### config.mk
export PLATFORM = sky130hd
export DESIGN_NAME = pipe_stage_reg
export DESIGN_NICKNAME = d
export VERILOG_FILES = /design/src/rtl/pipe_stage_reg.sv
export SDC_FILE = /design/constraint.sdc
export NUM_CORES = 1
export LEC_CHECK = 0
export CAP_MARGIN = 15
export CORE_MARGIN = 10
export CORE_UTILIZATION = 41
export DETAILED_ROUTE_END_ITERATION = 8
export PLACE_DENSITY = 0.78
export REMOVE_ABC_BUFFERS = 1
export SYNTH_ARGS = -nofsm -noshare
export SYNTH_HDL_FRONTEND = slang
export SYNTH_SLANG_ARGS = --single-unit
### constraint.sdc
create_clock -name clk -period 1.9 [get_ports clk]
set_input_delay 0.285 -clock clk [delete_from_list [all_inputs] [get_ports clk]]
set_output_delay 0.285 -clock clk [all_outputs]
set_load 0.02 [all_outputs]
### src/rtl/pipe_stage_reg.sv
// pipe_stage_reg
//   Parametrised pipeline stage register carrying an opaque DATA_W payload
//   with a valid/ready handshake, flush (bubble insert) and a saturating
//   stall counter. SKID=1 adds a second entry so in_ready comes from a flop.
// Ports
//   clk, rst_n            rising-edge clock, synchronous active-low reset
//   in_valid/in_ready     upstream handshake, in_data payload
//   out_valid/out_ready   downstream handshake, out_data payload
//   flush                 drop everything held and presented this cycle
//   stall_cnt             cycles with out_valid & ~out_ready (saturating)
module pipe_stage_reg #(
  parameter int DATA_W          = 32,
  parameter int SKID            = 0,
  parameter int CLEAR_ON_BUBBLE = 1,
  parameter int CNT_W           = 16
) (
  input  logic              clk,
  input  logic              rst_n,
  input  logic              in_valid,
  output logic              in_ready,
  input  logic [DATA_W-1:0] in_data,
  output logic              out_valid,
  input  logic              out_ready,
  output logic [DATA_W-1:0] out_data,
  input  logic              flush,
  output logic [CNT_W-1:0]  stall_cnt
);

  logic              in_xfer, out_xfer;
  logic [DATA_W-1:0] main_q, main_d;
  logic [DATA_W-1:0] bubble;
  logic [CNT_W-1:0]  cnt_q, cnt_d;

  assign in_xfer  = in_valid & in_ready;
  assign out_xfer = out_valid & out_ready;
  assign out_data = main_q;

  // Value the main register takes when its entry empties.
  assign bubble = (CLEAR_ON_BUBBLE != 0) ? '0 : main_q;

  if (SKID == 0) begin : g_single
    logic vld_q, vld_d;

    // Gated with rst_n so nothing is accepted during the reset cycle.
    assign in_ready  = rst_n & (out_ready | ~vld_q);
    assign out_valid = vld_q;

    always_comb begin
      vld_d  = vld_q;
      main_d = main_q;
      if (flush) begin
        vld_d  = 1'b0;
        main_d = bubble;
      end else if (in_xfer) begin
        vld_d  = 1'b1;
        main_d = in_data;
      end else if (out_xfer) begin
        vld_d  = 1'b0;
        main_d = bubble;
      end
    end

    always_ff @(posedge clk) begin
      if (!rst_n) begin
        vld_q  <= 1'b0;
        main_q <= '0;
      end else begin
        vld_q  <= vld_d;
        main_q <= main_d;
      end
    end
  end else begin : g_skid
    typedef enum logic [1:0] {EMPTY, ONE, TWO} state_e;
    state_e            state_q, state_d;
    logic [DATA_W-1:0] skid_q, skid_d;
    logic              rdy_q;

    // rdy_q resets to 1 so the stage is ready in the first post-reset cycle.
    assign in_ready  = rst_n & rdy_q;
    assign out_valid = (state_q != EMPTY);

    always_comb begin
      state_d = state_q;
      main_d  = main_q;
      skid_d  = skid_q;
      if (flush) begin
        state_d = EMPTY;
        main_d  = bubble;
        skid_d  = '0;
      end else begin
        case (state_q)
          EMPTY: if (in_xfer) begin
            state_d = ONE;
            main_d  = in_data;
          end
          ONE: begin
            if (in_xfer && out_xfer) begin
              main_d = in_data;
            end else if (in_xfer) begin
              state_d = TWO;
              skid_d  = in_data;
            end else if (out_xfer) begin
              state_d = EMPTY;
              main_d  = bubble;
            end
          end
          TWO: if (out_xfer) begin
            // main always holds the older entry; skid moves up behind it.
            state_d = ONE;
            main_d  = skid_q;
            skid_d  = '0;
          end
          default: state_d = EMPTY;
        endcase
      end
    end

    always_ff @(posedge clk) begin
      if (!rst_n) begin
        state_q <= EMPTY;
        main_q  <= '0;
        skid_q  <= '0;
        rdy_q   <= 1'b1;
      end else begin
        state_q <= state_d;
        main_q  <= main_d;
        skid_q  <= skid_d;
        rdy_q   <= (state_d != TWO);
      end
    end
  end

  always_comb begin
    cnt_d = cnt_q;
    if (out_valid && !out_ready && !flush && (cnt_q != {CNT_W{1'b1}}))
      cnt_d = cnt_q + CNT_W'(1);
  end

  always_ff @(posedge clk) begin
    if (!rst_n) cnt_q <= '0;
    else        cnt_q <= cnt_d;
  end

  assign stall_cnt = cnt_q;

endmodule

==> results_dict.tcl <==
set metrics [dict create \
    start_util_pct 43.34 \
    layout.nets 352 \
    buffer_ports.inserted 86 \
    post_drt_wl_per_cell_um 16.66 \
    clock_tree_from_tritoncts "built" \
    ys.flop_type "dfxtp_1" \
    max_slew.worst_pin.slew_ps 459.4 \
    die_width_um 88.78 \
    result_of_the_run "finished clean" \
    postSynthRegisterBits 49 \
    ys_warn_count 0 \
    finalWorstPathRequiredPeriod_ps 1808 \
    first_pass_grt_wire_length_um 9639 \
    power.ir.vdd_worst_mv 0.4625 \
    fmaxAchievable_mhz 553.2 \
    final_antenna_net_count 0 \
    drt_iter0_markers 186 \
    number_of_top_level_pins 87 \
    synth_cells 215 \
    overall_die_area_mm2 0.007881 \
    cell_with_the_most_instances_after_synthesis "dfxtp_1" \
    r2r.worst_path.cells 5 \
    post-place-cells 359 \
    critPathMaxFanout 6 \
    finalWorstSetupSlack_ps 92.48 \
    post-route-cell-area_mm2 0.003147 \
    std_cell_rows 24 \
    timing_hold_violations_final 0 \
    capture_point_of_the_worst_reg_to_reg_path "stall_cnt[10]" \
    dr_total_vias 1979 \
    hp-start "out_data[28]" \
    synth.cell_area_mm2 0.001939 \
    final-setup-viol-count 0 \
    start_kind "input pin" \
    core_mm2 0.004474 \
    yosys.area_share.xor_xnor_pct 0 \
    pre_cts_slack_ps -194.1 \
    layout_worst_path_cycle_share_pct 95.13 \
    crit_type "input pin to flip-flop" \
    netlist_top_cells_area "dfxtp_1 51%, a22oi_1 12%, nor2_1 6.8%" \
    globalRouteTotalUtil_pct 15.43 \
    report.power.total_w 0.002174 \
    synth_enable_flop_cells 0 \
    fillers 353 \
    clk_path_buf_depth 2 \
    power.density_cell_area_mw_per_mm2 691.0 \
    area_growth_syn_to_layout_pct 62.26 \
    clock_latency_ps 310 \
    drt_wl_total_um 6113 \
    min_delay_path_depth 2 \
    timing_max_transition_violations_final 0 \
    drt_drc_violations_left 0 \
    slew_headroom_pct 69.09 \
    adder_cell_share_of_the_synthesized_area_pct 0.6452 \
    rsz0062_at_grt "no" \
    hold_class "flip-flop to flip-flop" \
    crit-reg2reg-launch "stall_cnt[0]" \
    clock-sinks 49 \
    place.detailed.hpwl_um 4559 \
    multiInputGateArea_um2 897.1 \
    worst_path_largest_cell_delay_ps 500 \
    post_synth_num_cell_types 33 \
    clk_root_buffer_cell "clkbuf_8" \
    cap_violations 0 \
    routed_via_density 5.392 \
    gp_routability_congestion 0.8389 \
    die_h_um 88.78 \
    synth-async-reset-ratio_pct 0 \
    antenna_found_initial 0 \
    maximum_number_of_pins_on_one_net_before_global_route_repair 34 \
    post-synth-top-area-fraction_pct 50.58 \
    htree_levels 2 \
    synth-compound-area-share_pct 19.55 \
    muxShareOfSynthArea_pct 2.065 \
    reg2reg_slack_ps 140 \
    detailed_place.area_mm2 0.003010 \
    timing.hold.worst_endpoint "out_data[28]" \
    tritoncts.num_buffers 5 \
    final_core_util_pct 70.33 \
    drive_above_1_share_pct 12.38 \
    sequential_cell_area_um2 980.9 \
    synth-simple-area-share_pct 23.48 \
    post_cts_setup_buffers 0 \
    crit_required_ps 2150 \
    fin_worst_skew_ps 7.290 \
    critical-path-slowest-cell "or4_1" \
    drt-pass1-iter-count 4 \
    final_cell_count_no_fill 367 \
    post_synth_most_frequent_cells "49 x dfxtp_1, 35 x nor2_1, 32 x a22oi_1" \
    num_antenna_cells 0 \
    p_leak_nw 1.106 \
    post-synth-top-area-cell "dfxtp_1" \
    endpoint_kind "flip-flop" \
    grt_pass1_vias 1975 \
    worst-endpoint-arrival_ps 2050 \
    synth_seq_area_share_pct 50.58 \
    crit_path_cell_trace "clkdlybuf4s50_1 > nand2b_1 > or3_1 > or4_1 > a21oi_1" \
    synth_top_family_by_area "simple AND/OR/NAND/NOR gates" \
    clkSlewWorstSetupHoldPaths_ps 90 \
    avgSynthCellArea_um2 9.020 \
    grt_overflow 0 \
]
through the flow:
stage	setup TNS, ps	hold WS, ps
4_1_cts	0	513.9
6_report	0	506.3
2_1_floorplan	-11720	423.3
3_5_place_dp	-1453	489.4
5_1_grt	0	536.8
3_3_place_gp	-818.8	477.7
flip-flops by register name (all words and copies together), names as in the netlist:
| name | flops |
|---|---|
| out_valid | 1 |
| stall_cnt | 16 |
| out_data | 32 |
placed cells by master (no fill, tap or decap), drive strengths merged:
master,instances
clkdlybuf4s50,85
dfxtp,49
nor2,35
a22oi,32
buf,22
a21oi,10
nand2,9
nand2b,6
nand3,6
o21ai,6
or3,6
nand4,5
clkbuf,5
mux2i,4
nor4,4
or4,4
o31ai,3
a31oi,3
and2,2
inv,2
nor3,2
nand4b,2
nor3b,2
bufinv,2
and3,2
or3b,1
or2,1
o311ai,1
o41ai,1
ha,1
clkinv,1
dlygate4sd2,1
how the worst max path moves through the flow:
stage,startpoint,to,slack (ps)
6_report,out_ready,stall_cnt[9],90
5_1_grt,out_ready,stall_cnt[14],6
4_1_cts,out_ready,stall_cnt[9],110
3_5_place_dp,out_ready,stall_cnt[9],-190
3_3_place_gp,flush,stall_cnt[10],-120
2_1_floorplan,out_valid,out_data[0],-350
critical path, delay by kind of cell:
family	cells	cell delay, ps
AOI/OAI and AO/OA	1	150
buffers and inverters	1	450
and+or+nand+nor	3	1170
power breakdown:
part / total [W] / internal [W] / switching (W)
clock: 0.000879 / 0.000523 / 0.000356
combinational: 0.000245 / 0.000140 / 0.000106
sequential: 0.00105 / 0.00104 / 0.00000869
total: 0.00217 / 0.00170 / 0.000470
layout make-up:
class	instances	share of cell area [%]
clock buffer	5	2.187
clock inverter	3	2.068
inverter	2	0.2386
multi-input combinational	148	28.51
sequential	49	31.17
tap	52	2.068
timing repair buffer	108	33.76
layer usage:
metal,vias to the layer above,share of wire [%],global-route usage [%]
li1,982,-,-
met1,918,41,18.01
met2,71,43,22.14
met3,8,15,11.03
met4,0,1.1,4.112
met5,-,0,0
cells by family (layout without fill, tap and decap cells):
| group | count (synthesis) | after routing |
|---|---|---|
| simple gates | 87 | 87 |
| compound gates | 56 | 56 |
| flops | 49 | 49 |
| buf+inv | 18 | 118 |
| mux | 4 | 4 |
| fa+ha+maj | 1 | 1 |
repair_timing:
item	CTS	global route
gates resized for setup	1	1
endpoints found under the setup margin	1	1
hold buffers	0	0
Note: power is estimated with default switching activity, not from simulation.
